===== src/rtl/ppi_event_capture.sv =====
`default_nettype none
// ============================================================================
// Module   : ppi_event_capture
// Purpose  : Captures enabled PPI event pulses into a FIFO readable over PAR.
//            Define PPI_EVENT_CAPTURE_TIMESTAMP_EN to stamp entries [31:16].
// Revision : 1.0 - initial release
// ============================================================================
module ppi_event_capture #(
   parameter int NUM_PPI_CHANNELS      = 16,
   parameter int FIFO_DEPTH            = 8,
   parameter int PAR_AW                = 12,
   parameter int PAR_DW                = 32,
   parameter int PAR_WW                = 4,
   parameter int ID_EVENT_CAPTURE_BASE = 'h000
) (
   input  logic                        ckPar,
   input  logic                        arstPar,
   input  logic [NUM_PPI_CHANNELS-1:0] ppiBusProducer,
   input  logic [PAR_AW-1:0]           parAddr,
   input  logic [PAR_DW-1:0]           parDo,
   input  logic                        parRe,
   input  logic [PAR_WW-1:0]           parWe,
   output logic [PAR_DW-1:0]           parDi,
   output logic                        parDiSelect,
   output logic                        irqEventCapture
);

   localparam int c_PTR_W = (FIFO_DEPTH > 1) ? $clog2(FIFO_DEPTH) : 1;
   localparam int c_CNT_W = $clog2(FIFO_DEPTH + 1);

   localparam logic [PAR_AW-1:0] c_ADDR_DATA   = PAR_AW'(ID_EVENT_CAPTURE_BASE + 'h000);
   localparam logic [PAR_AW-1:0] c_ADDR_STATUS = PAR_AW'(ID_EVENT_CAPTURE_BASE + 'h004);
   localparam logic [PAR_AW-1:0] c_ADDR_CHEN   = PAR_AW'(ID_EVENT_CAPTURE_BASE + 'h008);
   localparam logic [PAR_AW-1:0] c_ADDR_CLEAR  = PAR_AW'(ID_EVENT_CAPTURE_BASE + 'h00C);
   localparam logic [PAR_AW-1:0] c_ADDR_INTEN  = PAR_AW'(ID_EVENT_CAPTURE_BASE + 'h010);

   logic [NUM_PPI_CHANNELS-1:0] r_pending;
   logic [NUM_PPI_CHANNELS-1:0] r_chen;
   logic                        r_inten;
   logic                        r_overflow;
   logic                        r_merged;
   logic                        r_irq;
   logic [c_PTR_W-1:0]          r_wr_ptr;
   logic [c_PTR_W-1:0]          r_rd_ptr;
   logic [c_CNT_W-1:0]          r_count;
   logic [7:0]                  r_mem_idx [FIFO_DEPTH];

   logic                        w_hit_data, w_hit_status, w_hit_chen, w_hit_clear, w_hit_inten;
   logic                        w_wr, w_pop, w_flush, w_clr_flags;
   logic                        w_empty, w_full;
   logic                        w_push_vld, w_fire, w_drop, w_merge;
   logic [7:0]                  w_push_idx;
   logic [NUM_PPI_CHANNELS-1:0] w_push_oh;
   logic [NUM_PPI_CHANNELS-1:0] w_pulse;
   logic [NUM_PPI_CHANNELS-1:0] w_chen_nxt;
   logic [15:0]                 w_head_ts;
   logic [15:0]                 w_push_ts;
   logic [31:0]                 w_rdata;

   assign w_hit_data   = (parAddr == c_ADDR_DATA);
   assign w_hit_status = (parAddr == c_ADDR_STATUS);
   assign w_hit_chen   = (parAddr == c_ADDR_CHEN);
   assign w_hit_clear  = (parAddr == c_ADDR_CLEAR);
   assign w_hit_inten  = (parAddr == c_ADDR_INTEN);

   assign w_empty     = (r_count == '0);
   assign w_full      = (r_count == c_CNT_W'(FIFO_DEPTH));
   assign w_wr        = |parWe;
   assign w_pop       = parRe & w_hit_data & ~w_empty;
   assign w_flush     = w_wr & w_hit_clear & parWe[0] & parDo[0];
   assign w_clr_flags = w_wr & w_hit_clear & parWe[0] & parDo[1];

   // Lowest-index pending channel wins the single push slot this cycle
   always_comb begin
      w_push_idx = '0;
      w_push_oh  = '0;
      for (int i = NUM_PPI_CHANNELS - 1; i >= 0; i--) begin
         if (r_pending[i]) begin
            w_push_idx   = 8'(i);
            w_push_oh    = '0;
            w_push_oh[i] = 1'b1;
         end
      end
   end

   assign w_push_vld = |r_pending;
   assign w_fire     = w_push_vld & (~w_full | w_pop) & ~w_flush;
   assign w_drop     = w_push_vld & w_full & ~w_pop & ~w_flush;
   assign w_pulse    = ppiBusProducer & r_chen;
   assign w_merge    = |(w_pulse & r_pending & ~w_push_oh);

   always_comb begin
      w_chen_nxt = r_chen;
      for (int i = 0; i < NUM_PPI_CHANNELS; i++) begin
         if (parWe[i/8]) begin
            w_chen_nxt[i] = parDo[i];
         end
      end
   end

`ifdef PPI_EVENT_CAPTURE_TIMESTAMP_EN
   logic [15:0] r_ts;
   logic [15:0] r_mem_ts [FIFO_DEPTH];

   always_ff @(posedge ckPar or negedge arstPar) begin
      if (!arstPar) begin
         r_ts <= '0;
      end else begin
         r_ts <= r_ts + 16'd1;
      end
   end

   always_ff @(posedge ckPar) begin
      if (w_fire) begin
         r_mem_ts[r_wr_ptr] <= w_push_ts;
      end
   end

   assign w_push_ts = r_ts;
   assign w_head_ts = r_mem_ts[r_rd_ptr];
`else
   assign w_push_ts = 16'd0;
   assign w_head_ts = w_push_ts;
`endif

   always_ff @(posedge ckPar) begin
      if (w_fire) begin
         r_mem_idx[r_wr_ptr] <= w_push_idx;
      end
   end

   always_ff @(posedge ckPar or negedge arstPar) begin
      if (!arstPar) begin
         r_pending  <= '0;
         r_chen     <= '0;
         r_inten    <= 1'b0;
         r_overflow <= 1'b0;
         r_merged   <= 1'b0;
         r_irq      <= 1'b0;
         r_wr_ptr   <= '0;
         r_rd_ptr   <= '0;
         r_count    <= '0;
      end else begin
         r_irq <= r_inten & ~w_empty;

         if (w_wr & w_hit_chen) begin
            r_chen <= w_chen_nxt;
         end
         if (w_wr & w_hit_inten & parWe[0]) begin
            r_inten <= parDo[0];
         end

         if (w_flush) begin
            r_pending <= '0;
            r_wr_ptr  <= '0;
            r_rd_ptr  <= '0;
            r_count   <= '0;
         end else begin
            r_pending <= (r_pending & ~w_push_oh) | w_pulse;
            if (w_fire) begin
               r_wr_ptr <= r_wr_ptr + c_PTR_W'(1);
            end
            if (w_pop) begin
               r_rd_ptr <= r_rd_ptr + c_PTR_W'(1);
            end
            r_count <= r_count + c_CNT_W'(w_fire) - c_CNT_W'(w_pop);
         end

         // A same-cycle flag clear takes priority over a new flag event
         if (w_clr_flags) begin
            r_overflow <= 1'b0;
            r_merged   <= 1'b0;
         end else begin
            r_overflow <= r_overflow | w_drop;
            r_merged   <= r_merged | (w_merge & ~w_flush);
         end
      end
   end

   always_comb begin
      w_rdata = '0;
      if (parRe) begin
         if (w_hit_data && !w_empty) begin
            w_rdata = {w_head_ts, 1'b1, 7'b0, r_mem_idx[r_rd_ptr]};
         end else if (w_hit_status) begin
            w_rdata = {20'b0, r_merged, r_overflow, w_full, w_empty, 8'(r_count)};
         end else if (w_hit_chen) begin
            w_rdata = 32'(r_chen);
         end else if (w_hit_inten) begin
            w_rdata = {31'b0, r_inten};
         end
      end
   end

   assign parDi           = PAR_DW'(w_rdata);
   assign parDiSelect     = parRe & (w_hit_data | w_hit_status | w_hit_chen | w_hit_clear | w_hit_inten);
   assign irqEventCapture = r_irq;

endmodule
`default_nettype wire

===== config.mk =====
export PLATFORM = sky130hd
export DESIGN_NAME = ppi_event_capture
export DESIGN_NICKNAME = d
export VERILOG_FILES = /design/src/rtl/ppi_event_capture.sv
export SDC_FILE = /design/constraint.sdc
export NUM_CORES = 1
export LEC_CHECK = 0
export ABC_CLOCK_PERIOD_IN_PS = 9460
export CAP_MARGIN = 20
export CORE_MARGIN = 2
export CORE_UTILIZATION = 30
export DETAILED_ROUTE_END_ITERATION = 8
export GPL_ROUTABILITY_DRIVEN = 0
export PLACE_DENSITY = 0.52
export SLEW_MARGIN = 5
export SYNTH_ARGS = -nofsm -noshare
export SYNTH_HDL_FRONTEND = slang
export SYNTH_SLANG_ARGS = --single-unit

===== constraint.sdc =====
create_clock -name ckPar -period 9.46 [get_ports ckPar]
set_clock_uncertainty 0.2 [all_clocks]
set_input_delay 1.892 -clock ckPar [delete_from_list [all_inputs] [get_ports ckPar]]
set_output_delay 1.892 -clock ckPar [all_outputs]
set_load 0.01 [all_outputs]

==> impl_metrics.ini <==
[finish]
syn_to_final_growth_pct = 25.4
diodes = 0
fin_area_mm2 = 0.00522
final_nets = 501
num-fill-cells = 1379
drive_above_1_share = 0.145

[power_and_ir_drop]
power_leakage_nw = 2.05
power_density_mw_per_mm2 = 162
peakVddDrop_uv = 116

[worst_setup_path]
start_kind = input pin
path_class = in2out
worstPathArrival_ns = 4.69
end_kind = primary output
cp_max_fo = 10
critPathLaunch = parAddr[9]
worstReg2RegStart = r_count[2]
cp.required_ns = 7.37

[timing]
hold_viol = 0
slew_viol_final = 0
rsz0062_at_grt = no
setup-tns-final_ns = 0
worstMarginPinSlew_ns = 0.771
finalSetupViolCount = 0
fin_crit_sh = 0.717
layout_min_cycle_time_ns = 6.78
fin_ws_ns = 2.68
fmaxAchievable_mhz = 147
maxSlewHeadroom = 0.482

[global_route]
gr-total-overflow = 0
grt_first_pass_wirelength_mm = 15.8
grt_start_max_net_pins = 47
grt_antenna_before_repair = 0
grt_use_total = 0.141
grt_pass1_vias = 2964

[logic_synthesis]
synthesis.area_mm2 = 0.00416
synth_edf_count = 32
synth_warnings = 0
ys_types = 58
synth_seq_cells = 78
async_flop_share = 0.590
ys.flop_type = dfrtp_1
avgSynthCellArea_um2 = 11.5
syn_inst = 363
yosysSeqAreaShare = 0.507

[floorplan]
dieWidth_um = 122
num_rows = 43
io_pins = 101
coreArea_mm2 = 0.0137
initial_core_util = 0.304
fp.dieH_um = 122
dieArea_mm2 = 0.0148

[routing]
ant_nets = 0
route.detailed.drc = 0
routed_wl_mm = 9.99
drtPass1Iterations = 4
wl_per_cell_um = 16.4
vias = 2982
drt_iter0_markers = 257
via_per_inst = 4.90

[clocking]
clkSinkCount = 78
cts-root-buf = clkbuf_16
cts_htree_levels = 3
post_cts_buffers = 0
cts_tree = built
hold_buffers = 0
cts_resized = 0
cts_buffers = 9
clkTransAtPathRegs_ns = 0.06
clk_latency_ns = 0.33
cts_max_path_buffers = 2

[placed_design]
place_ws_ns = 2.70
place_area_mm2 = 0.00490
dpl.hpwl_mm = 7.26
portBuffers = 66

[hold_path]
worstHoldStart = r_inten
worstHoldPathType = reg2reg

[run_status]
outcome = complete, no violations

[job]
drv_cap = 0
[registers in the layout (all words and copies together), names as in the netlist]
register and count:
r_inten 1, r_chen 16, r_mem_idx 32, r_wr_ptr 3, r_overflow 1, r_pending 16, r_count 4, irqEventCapture 1
r_merged 1, r_rd_ptr 3
[worst max-delay path: stages]
cell and delay [ns]:
clkdlybuf4s50_1 0.44, nor4_4 0.33, and4b_4 0.34, and2_1 0.48, inv_1 0.11, nor2_2 0.37
and2_1 0.19, clkdlybuf4s50_1 0.54
[path summary, 6_finish.rpt]
check | end | cells after the start | slack, ns
worst max-delay path | parDi[12] | 8 | 2.68
worst min-delay path | r_inten | 2 | 0.33
worst max register to register | r_count[2] | 12 | 6.10
worst min register to register | r_inten | 2 | 0.33
max in group asynchronous | r_wr_ptr[2] | 2 | 7.14
min in group asynchronous | r_chen[8] | 1 | 1.38
[logic make-up after synthesis]
| group | count (synthesis) | share of synthesized area |
|---|---|---|
| simple gates | 133 | 0.188 |
| flops | 78 | 0.507 |
| compound gates | 62 | 0.104 |
| buf+inv | 46 | 0.0616 |
| mux | 28 | 0.0971 |
| fa+ha+maj | 9 | 0.0288 |
| xor+xnor | 6 | 0.0126 |
| other cells | 1 | 0.000901 |
[Yosys cell counts (all sizes together) (3+ instances only)]
cell	instances	area, um2
a21oi	19	95.1
a222oi	3	30.0
a22oi	13	97.6
and2	10	62.6
buf	27	185
clkbuf	5	18.8
dfrtp	46	1150
edfxtp	32	961
ha	8	100
inv	14	52.6
mux2	19	214
mux4	8	180
nand2	24	108
nand2b	5	31.3
nand3	9	50.1
nand4	7	43.8
nor2	33	126
nor2b	10	62.6
nor3	16	100
nor3b	3	22.5
nor4	6	95.1
o21ai	9	45.0
o31ai	3	22.5
or3	3	18.8
xnor2	4	35.0
[report_power, final]
part | leakage (nW) | switching [mW] | internal [mW]
registers | 0.912 | 0.0222 | 0.368
clock network | 0.137 | 0.137 | 0.202
logic | 1.00 | 0.0574 | 0.0595
total | 2.05 | 0.216 | 0.630
[layout make-up]
cell class                      instances  area, um2  share of cell area
Clock inverter                          6       63.8              0.0122
Multi-Input combinational cell        254       1850               0.355
Sequential cell                        78       2110               0.405
Inverter                               14       52.6              0.0101
Clock buffer                            9        225              0.0431
Tap cell                              180        225              0.0431
Timing Repair Buffer                   68        691               0.132
[metrics by stage]
step                      hold WS (ns)  power (mW)  utilization  instances
after floorplan                  0.262       0.471            -        378
after global placement           0.309       0.509        0.358        593
after detailed placement         0.315       0.514        0.358        593
after CTS                        0.331       0.856        0.379        608
after global routing             0.370       0.892        0.381        609
final                            0.326       0.846        0.381        609
[layer usage]
| metal | GRT usage | up-vias | share of wire |
|---|---|---|---|
| met5 | 0 | - | 0 |
| met4 | 0.0366 | 0 | 0.0065 |
| met3 | 0.0384 | 6 | 0.053 |
| met2 | 0.220 | 79 | 0.49 |
| met1 | 0.195 | 1474 | 0.45 |
| li1 | - | 1423 | - |
[layout by cell type, fill, tap and decap left out, types with 9 or more instances in the layout]
master,n
a21oi_1,19
nor3_1,12
mux2_2,19
edfxtp_1,32
nor2_1,32
clkbuf_16,9
a22oi_1,13
o21ai_0,9
inv_1,14
and2_1,10
nand2_1,21
clkdlybuf4s50_1,65
conb_1,16
dfrtp_1,46
nor2b_1,10
Power figures use the tool's default switching activity.
